===== src/rtl/sha256_msg_sequencer.sv =====
// sha256_msg_sequencer: pads a byte-counted word stream, loads 16-word
// blocks into a Sha256 core and streams the 8-word digest back out.
module sha256_msg_sequencer #(
  parameter int LEN_W   = 64,
  parameter int TIMEOUT = 255
) (
  input  logic        clk,
  input  logic        rst_n,
  input  logic        in_valid,
  output logic        in_ready,
  input  logic [31:0] in_data,
  input  logic        in_last,
  input  logic [1:0]  in_bytes,
  output logic        dig_valid,
  input  logic        dig_ready,
  output logic [31:0] dig_data,
  output logic        dig_last,
  output logic        busy,
  output logic        err_timeout,
  output logic        core_rst_n,
  output logic        core_calcu_en,
  output logic [31:0] core_word,
  input  logic        core_calcu_rdy,
  output logic        core_read_en,
  input  logic [31:0] core_word_out
);
  typedef enum logic [3:0] {
    S_IDLE, S_CRST, S_FILL, S_LOAD, S_WAIT,
    S_PAD, S_READ, S_OUT, S_ABRT
  } state_t;

  state_t             state_q, state_d;
  logic [31:0]        buf_q [16];
  logic [31:0]        buf_d [16];
  logic [31:0]        dig_buf_q [8];
  logic [31:0]        dig_buf_d [8];
  logic [4:0]         idx_q, idx_d;
  logic [LEN_W-1:0]   len_q, len_d;
  logic               padded_q, padded_d;
  logic               len_done_q, len_done_d;
  logic               pend_q, pend_d;
  logic [15:0]        cnt_q, cnt_d;
  logic [2:0]         k_q, k_d;
  logic               err_q, err_d;
  logic               in_ready_q, in_ready_d;
  logic               dig_valid_q, dig_valid_d;
  logic [31:0]        dig_data_q, dig_data_d;
  logic               dig_last_q, dig_last_d;
  logic               busy_q, busy_d;
  logic               crst_n_q, crst_n_d;
  logic               cen_q, cen_d;
  logic [31:0]        cword_q, cword_d;
  logic               rden_q, rden_d;
  logic [31:0]        word;
  logic [4:0]         mark;
  logic [63:0]        len64;

  always_comb begin
    state_d    = state_q;
    buf_d      = buf_q;
    dig_buf_d  = dig_buf_q;
    idx_d      = idx_q;
    len_d      = len_q;
    padded_d   = padded_q;
    len_done_d = len_done_q;
    pend_d     = pend_q;
    cnt_d      = cnt_q;
    k_d        = k_q;
    err_d      = err_q;
    word       = '0;
    mark       = '0;
    len64      = '0;
    unique case (state_q)
      S_IDLE: if (in_valid) begin
        state_d    = S_CRST;
        cnt_d      = '0;
        err_d      = 1'b0;
        idx_d      = '0;
        len_d      = '0;
        padded_d   = 1'b0;
        len_done_d = 1'b0;
        pend_d     = 1'b0;
      end
      S_CRST, S_ABRT: begin
        cnt_d = cnt_q + 16'd1;
        if (cnt_q == 16'd1) begin
          cnt_d   = '0;
          state_d = (state_q == S_CRST) ? S_FILL : S_IDLE;
        end
      end
      S_FILL: if (in_valid) begin
        idx_d = idx_q + 5'd1;
        len_d = len_q + LEN_W'(32);
        mark  = idx_q + 5'd1;
        word  = in_data;
        if (in_last && in_bytes != 2'd0) begin
          len_d = len_q + LEN_W'({in_bytes, 3'b000});
          mark  = idx_q;
          unique case (in_bytes)
            2'd1:    word = {in_data[31:24], 24'h800000};
            2'd2:    word = {in_data[31:16], 16'h8000};
            default: word = {in_data[31:8], 8'h80};
          endcase
        end
        buf_d[idx_q[3:0]] = word;
        if (in_last) begin
          padded_d = 1'b1;
          for (int i = 0; i < 16; i++)
            if (5'(i) > idx_q) buf_d[i] = '0;
          // a full final word in slot 15 pushes the marker into the next block
          if (in_bytes == 2'd0) begin
            if (idx_q == 5'd15) pend_d = 1'b1;
            else buf_d[idx_q[3:0] + 4'd1] = 32'h8000_0000;
          end
          len64      = 64'(len_d);
          len_done_d = (mark <= 5'd13);
          if (mark <= 5'd13) begin
            buf_d[14] = len64[63:32];
            buf_d[15] = len64[31:0];
          end
          state_d = S_LOAD;
          cnt_d   = '0;
        end else if (idx_q == 5'd15) begin
          state_d = S_LOAD;
          cnt_d   = '0;
        end
      end
      S_LOAD: begin
        cnt_d = cnt_q + 16'd1;
        if (cnt_q == 16'd15) begin
          cnt_d   = '0;
          state_d = S_WAIT;
        end
      end
      S_WAIT: begin
        cnt_d = cnt_q + 16'd1;
        if (cnt_q != 16'd0 && core_calcu_rdy) begin
          cnt_d = '0;
          if (!padded_q) begin
            state_d = S_FILL;
            idx_d   = '0;
          end else if (!len_done_q) begin
            state_d = S_PAD;
          end else begin
            state_d = S_READ;
          end
        end else if (cnt_q == 16'(TIMEOUT)) begin
          err_d   = 1'b1;
          cnt_d   = '0;
          state_d = S_ABRT;
        end
      end
      S_PAD: begin
        for (int i = 0; i < 16; i++) buf_d[i] = '0;
        if (pend_q) buf_d[0] = 32'h8000_0000;
        len64      = 64'(len_q);
        buf_d[14]  = len64[63:32];
        buf_d[15]  = len64[31:0];
        len_done_d = 1'b1;
        pend_d     = 1'b0;
        cnt_d      = '0;
        state_d    = S_LOAD;
      end
      S_READ: begin
        cnt_d = cnt_q + 16'd1;
        if (cnt_q != 16'd0)
          dig_buf_d[cnt_q[2:0] - 3'd1] = core_word_out;
        if (cnt_q == 16'd8) begin
          cnt_d   = '0;
          k_d     = '0;
          state_d = S_OUT;
        end
      end
      S_OUT: if (dig_ready) begin
        k_d = k_q + 3'd1;
        if (k_q == 3'd7) state_d = S_IDLE;
      end
      default: state_d = S_IDLE;
    endcase

    in_ready_d  = (state_d == S_FILL);
    busy_d      = (state_d != S_IDLE);
    crst_n_d    = !(state_d == S_CRST || state_d == S_ABRT);
    cen_d       = (state_d == S_LOAD);
    cword_d     = cen_d ? buf_d[cnt_d[3:0]] : '0;
    rden_d      = (state_d == S_READ) && (cnt_d < 16'd8);
    dig_valid_d = (state_d == S_OUT);
    dig_data_d  = dig_valid_d ? dig_buf_d[k_d] : '0;
    dig_last_d  = dig_valid_d && (k_d == 3'd7);
  end

  always_ff @(posedge clk or negedge rst_n) begin
    if (!rst_n) begin
      state_q     <= S_IDLE;
      buf_q       <= '{default: '0};
      dig_buf_q   <= '{default: '0};
      idx_q       <= '0;
      len_q       <= '0;
      padded_q    <= 1'b0;
      len_done_q  <= 1'b0;
      pend_q      <= 1'b0;
      cnt_q       <= '0;
      k_q         <= '0;
      err_q       <= 1'b0;
      in_ready_q  <= 1'b0;
      dig_valid_q <= 1'b0;
      dig_data_q  <= '0;
      dig_last_q  <= 1'b0;
      busy_q      <= 1'b0;
      crst_n_q    <= 1'b0;
      cen_q       <= 1'b0;
      cword_q     <= '0;
      rden_q      <= 1'b0;
    end else begin
      state_q     <= state_d;
      buf_q       <= buf_d;
      dig_buf_q   <= dig_buf_d;
      idx_q       <= idx_d;
      len_q       <= len_d;
      padded_q    <= padded_d;
      len_done_q  <= len_done_d;
      pend_q      <= pend_d;
      cnt_q       <= cnt_d;
      k_q         <= k_d;
      err_q       <= err_d;
      in_ready_q  <= in_ready_d;
      dig_valid_q <= dig_valid_d;
      dig_data_q  <= dig_data_d;
      dig_last_q  <= dig_last_d;
      busy_q      <= busy_d;
      crst_n_q    <= crst_n_d;
      cen_q       <= cen_d;
      cword_q     <= cword_d;
      rden_q      <= rden_d;
    end
  end

  assign in_ready      = in_ready_q;
  assign dig_valid     = dig_valid_q;
  assign dig_data      = dig_data_q;
  assign dig_last      = dig_last_q;
  assign busy          = busy_q;
  assign err_timeout   = err_q;
  assign core_rst_n    = crst_n_q;
  assign core_calcu_en = cen_q;
  assign core_word     = cword_q;
  assign core_read_en  = rden_q;
endmodule


===== config.mk =====
export PLATFORM = sky130hd
export DESIGN_NAME = sha256_msg_sequencer
export DESIGN_NICKNAME = d
export VERILOG_FILES = /design/src/rtl/sha256_msg_sequencer.sv
export SDC_FILE = /design/constraint.sdc
export NUM_CORES = 2
export LEC_CHECK = 0
export CAP_MARGIN = 20
export CORE_MARGIN = 10
export CORE_UTILIZATION = 45
export DETAILED_ROUTE_END_ITERATION = 6
export GPL_ROUTABILITY_DRIVEN = 0
export GPL_TIMING_DRIVEN = 1
export SETUP_SLACK_MARGIN = 0.15
export SLEW_MARGIN = 20
export SYNTH_ARGS = -nofsm -noshare
export SYNTH_HDL_FRONTEND = slang
export SYNTH_SLANG_ARGS = --single-unit

===== constraint.sdc =====
create_clock -name clk -period 4.9 [get_ports clk]
set_input_delay 0.98 -clock clk [delete_from_list [all_inputs] [get_ports clk]]
set_output_delay 0.98 -clock clk [all_outputs]
set_load 0.01 [all_outputs]

# ---- Word level (Yosys, flattened, before mapping)
# Cells that the tools add are included.
dict set report word_totals {
  reg_bits 935
  output_inout_bits 72
  elab_cells 288
}
dict set report classes {
  add_sub_neg 7
  magnitude_cmp 26
  n_eq_ne 32
  muxes 148
  n_bitwise 8
  n_reduce_logical 25
}
# operator count
set ops {}
lappend ops {{two-way mux 32 bit} 76}
lappend ops {{two-way mux 512 bit} 4}
lappend ops {{case mux 512 bit (2 select lines)} 1}
lappend ops {{bitwise mux 512 bit} 1}
lappend ops {{two-way mux 256 bit} 2}
lappend ops {{bitwise AND 496 bit} 1}
lappend ops {{inverter 496 bit} 1}
lappend ops {{bitwise mux 256 bit} 1}
lappend ops {{demux 32 bit (select 4 bit)} 2}
lappend ops {{two-way mux 64 bit} 4}
lappend ops {{two-way mux 16 bit} 9}
lappend ops {{binary-select mux 32 bit (select 4 bit)} 1}
lappend ops {{case mux 64 bit (2 select lines)} 1}
lappend ops {{case mux 16 bit (7 select lines)} 1}
lappend ops {{binary-select mux 32 bit (select 3 bit)} 1}
lappend ops {{demux 32 bit (select 3 bit)} 1}
lappend ops {{adder 64 x 5 -> 64 bit} 1}
lappend ops {{adder 64 x 6 -> 64 bit (second input constant)} 1}
lappend ops {{case mux 24 bit (2 select lines)} 1}
lappend ops {{two-way mux 4 bit} 11}
lappend ops {{> comparator 4 x 5 -> 1 bit (first input constant)} 8}
lappend ops {{two-way mux 5 bit} 7}
lappend ops {{== test 16 x 4 -> 1 bit (second input constant)} 2}
lappend ops {{case mux 4 bit (8 select lines)} 1}
lappend ops {{other kinds (50)} 107}

# ---- Logic depth before layout (Yosys ltp)
dict set report depth {
  word_depth 21
  mapped_depth 15
  depth_no_buf 12
}

# ---- Least setup slack after synthesis
# No wires, ideal clock.
dict set report synth_path {
  path_type {input port to flip-flop}
  startpoint {input in_bytes[0]}
  endpoint {register cword_q[23], in the netlist core_word[23]}
  setup_ns 0.067
  arrival_ns 3.967
  required_ns 4.833
  setup_slack_ns 0.866
  path_stages 14
  path_buffers 2
  path_cell_list {ha_1 inv_1 fa_1 and3b_1 clkbuf_1 or3_1 clkbuf_1 nor4_1 nand2_1 o32a_1 nand3_1 o221ai_1 o211ai_1 o2111a_1}
}
# item line_no
set synth_rtl {}
lappend synth_rtl {{start, declared} 13} ;# input logic [1:0] in_bytes,
lappend synth_rtl {{end signal, assigned} 233} ;# cword_q <= cword_d;
lappend synth_rtl {{end, declared} 52} ;# logic [31:0] cword_q, cword_d;

# ---- Final worst setup path
dict set report layout_path {
  startpoint {register cnt_q[0]}
  endpoint {register cword_q[13], in the netlist core_word[13]}
}
dict set report layout_between {
  elab_chain_len 9
  word_cells_on_any_way 29
  classes_between {1 x add/sub; 5 x eq/ne; 20 x mux; 1 x bitwise; 2 x reduce/logical}
}
# item line_no
set layout_rtl {}
lappend layout_rtl {{start, declared} 42} ;# logic [15:0] cnt_q, cnt_d;
lappend layout_rtl {{start signal, assigned} 223} ;# cnt_q <= cnt_d;
lappend layout_rtl {{adder 16 x 1 -> 16 bit (tied with other cells)} -}
lappend layout_rtl {{two-way mux 16 bit (tied with other cells)} 147} ;# end else if (cnt_q == 16'(TIMEOUT)) begin
lappend layout_rtl {{two-way mux 16 bit, on equally long branches} {137, 91}}
lappend layout_rtl {{case mux 16 bit (7 select lines)} 73} ;# unique case (state_q)
lappend layout_rtl {{inverter 4 -> 5 bit (implied by the code)} 185} ;# cword_d = cen_d ? buf_d[cnt_d[3:0]] : '0;
lappend layout_rtl {{binary-select mux 32 bit (select 4 bit)} 185}
lappend layout_rtl {{two-way mux 32 bit (implied by the code) (2 in series)} 185}
lappend layout_rtl {{two-way mux 32 bit (*)} 185}
lappend layout_rtl {{via cword_d[13]} 52}
# The timed path passes the listed nets; every way through them passes the cells marked *. The select of a mux whose other input is x is not followed.
# A chain may end at the register's enable or synchronous reset.

==> results.py <==
metrics = {
    "outcome": {
        "status": "finished clean",
    },
    "setup_path": {
        "cp-end-kind": "flop",
        "cp_max_fo": 18,
        "critPathRequiredTime_ns": 5.54,
        "r2r_slack_ns": 0.34,
        "path_buf_inv": 3,
        "crit_family": "simple AND/OR/NAND/NOR gates",
        "slowest_stage": "nor2_1",
        "setup.worst_path.class": "reg -> reg",
        "critPathArrivalTime_ns": 5.20,
        "crit_path_max_incr_delay_ns": 0.89,
        "start_kind": "flop",
        "path_cells": "inv_1, ha_1, or3b_2, o41ai_2, nand3_1, a311oi_1, a31oi_4, buf_12, nor2_1, buf_4, o31a_1, a32o_1",
    },
    "grt": {
        "grt_max_degree": 107,
        "grt_pass1_vias": 39050,
        "grt_pass1_wl_um": 271300,
        "antenna_found_initial": 9,
        "overflow": 0,
        "grtUsageTotal_pct": 30.82,
    },
    "power_and_ir_drop": {
        "power_w": 0.02764,
        "pwr_density_cell_nw_per_um2": 503.3,
        "peakVddDrop_mv": 0.3411,
        "cellLeakagePower_nw": 24.25,
    },
    "synth": {
        "synth_area_leaders": "dfrtp_1 50%, mux2_2 9.6%, a22o_1 4.5%",
        "yosysWarnings": 0,
        "ys_async_sr_fraction_pct": 100.0,
        "ys_seq_area_share_pct": 50.46,
        "syn_area_um2": 46220,
        "synthCells": 4379,
        "synth_nets": 4470,
        "synth_top_area_share_pct": 50.46,
        "yosysUniqueCellTypes": 100,
        "yosysTopAreaCell": "dfrtp_1",
        "synth_edf_count": 0,
        "synth_area_per_cell_um2": 10.55,
        "synth_ff_type": "dfrtp_1",
        "ys_ff_latch": 932,
    },
    "floorplanning": {
        "start_util_pct": 45.36,
        "die_area_um2": 115900,
        "coreArea_um2": 101900,
        "fp-row-count": 117,
        "ios": 144,
        "die_w_um": 340.5,
        "fp.dieH_um": 340.5,
    },
    "timing": {
        "rsz0062_at_grt": "false",
        "fin_skew_ns": 0.02413,
        "holdWs_ns": 0.2979,
        "slew_viol_final": 0,
        "max_freq_mhz": 219.4,
        "fin_crit_ns": 4.558,
        "min_period_over_period_pct": 93.02,
        "max_slew.worst_pin.slew_ns": 1.258,
        "slew_headroom_pct": 16.10,
        "setup_tns_ns": 0,
        "finalSetupViolations": 0,
        "hold_viol": 0,
    },
    "clock_network": {
        "cts_hold_buf": 0,
        "cts_tree": "yes",
        "cts.clk_slew.worst_paths_ns": 0.06,
        "cts_made_buffers": 103,
        "clockBufferDepth": 3,
        "cts.sinks": 932,
        "ctsResizeCount": 0,
        "post-cts-setup-buffer-count": 0,
        "htree_levels": 3,
        "clk_latency_ns": 0.71,
        "cts-root-buf": "clkbuf_16",
    },
    "run": {
        "cap_violations": 0,
    },
    "layout": {
        "nFillCells": 9031,
        "design_area_um2": 54920,
        "final_layout_size_suffix_gt1_share_pct": 22.24,
        "final_common_cell": "dfrtp_1",
        "area_delta_synth_final_pct": 18.83,
        "final_cell_mix": "932 x dfrtp_1, 508 x nand2_1, 394 x mux2_2, 353 x o21ai_0, 306 x buf_4",
        "final_nets": 4679,
    },
    "place": {
        "place_hpwl_um": 124600,
        "io_buffers": 143,
        "placed_area_um2": 51420,
    },
    "route": {
        "vias_per_cell": 6.635,
        "drt_iter0_markers": 4898,
        "route.detailed.drc": 0,
        "routedWlPerCell_um": 30.43,
        "dr_total_vias": 40090,
        "drt-total-wl_um": 183800,
        "postRouteAntennaNets": 0,
        "firstDrtPassIters": 7,
    },
    "min_path": {
        "hold_class": "in -> async",
    },
}
-- routing by layer --
metal	routed length (µm)	vias up	GRT usage, %
met5	81	-	0
met4	12410	12	17.71
met3	20270	680	8.187
met2	78320	2504	44.97
met1	72730	20080	41.09
li1	-	16810	-
-- power breakdown --
group          total, W  internal (W)  switching, W
clock           0.00811       0.00473       0.00338
sequential      0.00861       0.00823      0.000375
combinational    0.0109       0.00366       0.00726
total            0.0276        0.0166        0.0110
-- logic make-up after synthesis --
logic type               after synthesis  share of synthesized area, %
AND/OR/NAND/NOR                     1191                         12.12
buffers and inverters                433                         3.695
XOR/XNOR                              14                        0.2653
flip-flops                           932                         50.46
multiplexers                         485                         12.45
AO/OA/AOI/OAI                       1305                         20.47
adder cells (fa/ha/maj)               19                        0.5306
-- area by class of cell --
type,instances,area [µm²],share of cell area [%]
well taps,1368,1712,3.116
repair buffers,501,4765,8.675
flip-flops and latches,932,23320,42.46
inverters,36,145.1,0.2643
clock inverters,34,437.9,0.7973
multi-input cells,3014,21480,39.11
diodes,6,15.01,0.02734
clock buffers,150,3047,5.547
-- Yosys cell counts, types with 45 or more instances --
cell and count:
a21oi_1 91, nand2_1 508, a22o_1 236, nand4_1 45, o31ai_1 66, nor3_1 79
buf_1 45, dfrtp_1 932, buf_2 45, a221oi_1 65, clkbuf_1 300, nor2_1 215
o211ai_1 93, o21ai_0 356, mux2i_1 57, mux2_2 394, nand3_1 80, and2_1 68
-- state kept, by name, indices dropped and copies added, names as in the netlist, 3 cells and up --
register / count
core_word: 32
idx_q: 5
len_q: 61
k_q: 3
cnt_q: 16
buf_q: 512
dig_buf_q: 256
state_q: 4
dig_data: 32
-- metrics by stage --
step	utilization, %	std cells	worst slack, ns
6_report	53.91	6041	0.3419
3_3_place_gp	50.47	5851	-0.03820
3_5_place_dp	50.47	5851	-0.05751
4_1_cts	53.89	6035	0.4881
2_1_floorplan	-	4379	0.8659
5_1_grt	53.89	6035	0.2326
-- final timing paths --
path                       startpoint             to  depth (start not counted)
min reg2reg                 buf_q[30]      buf_q[30]                          2
min in group clk            buf_q[30]      buf_q[30]                          2
max reg2reg                  cnt_q[0]  core_word[13]                         12
min                             rst_n     buf_q[319]                          1
max                          cnt_q[0]  core_word[13]                         12
max in group asynchronous       rst_n   dig_data[10]                          2
No activity file was read; power rests on OpenSTA's default activity.
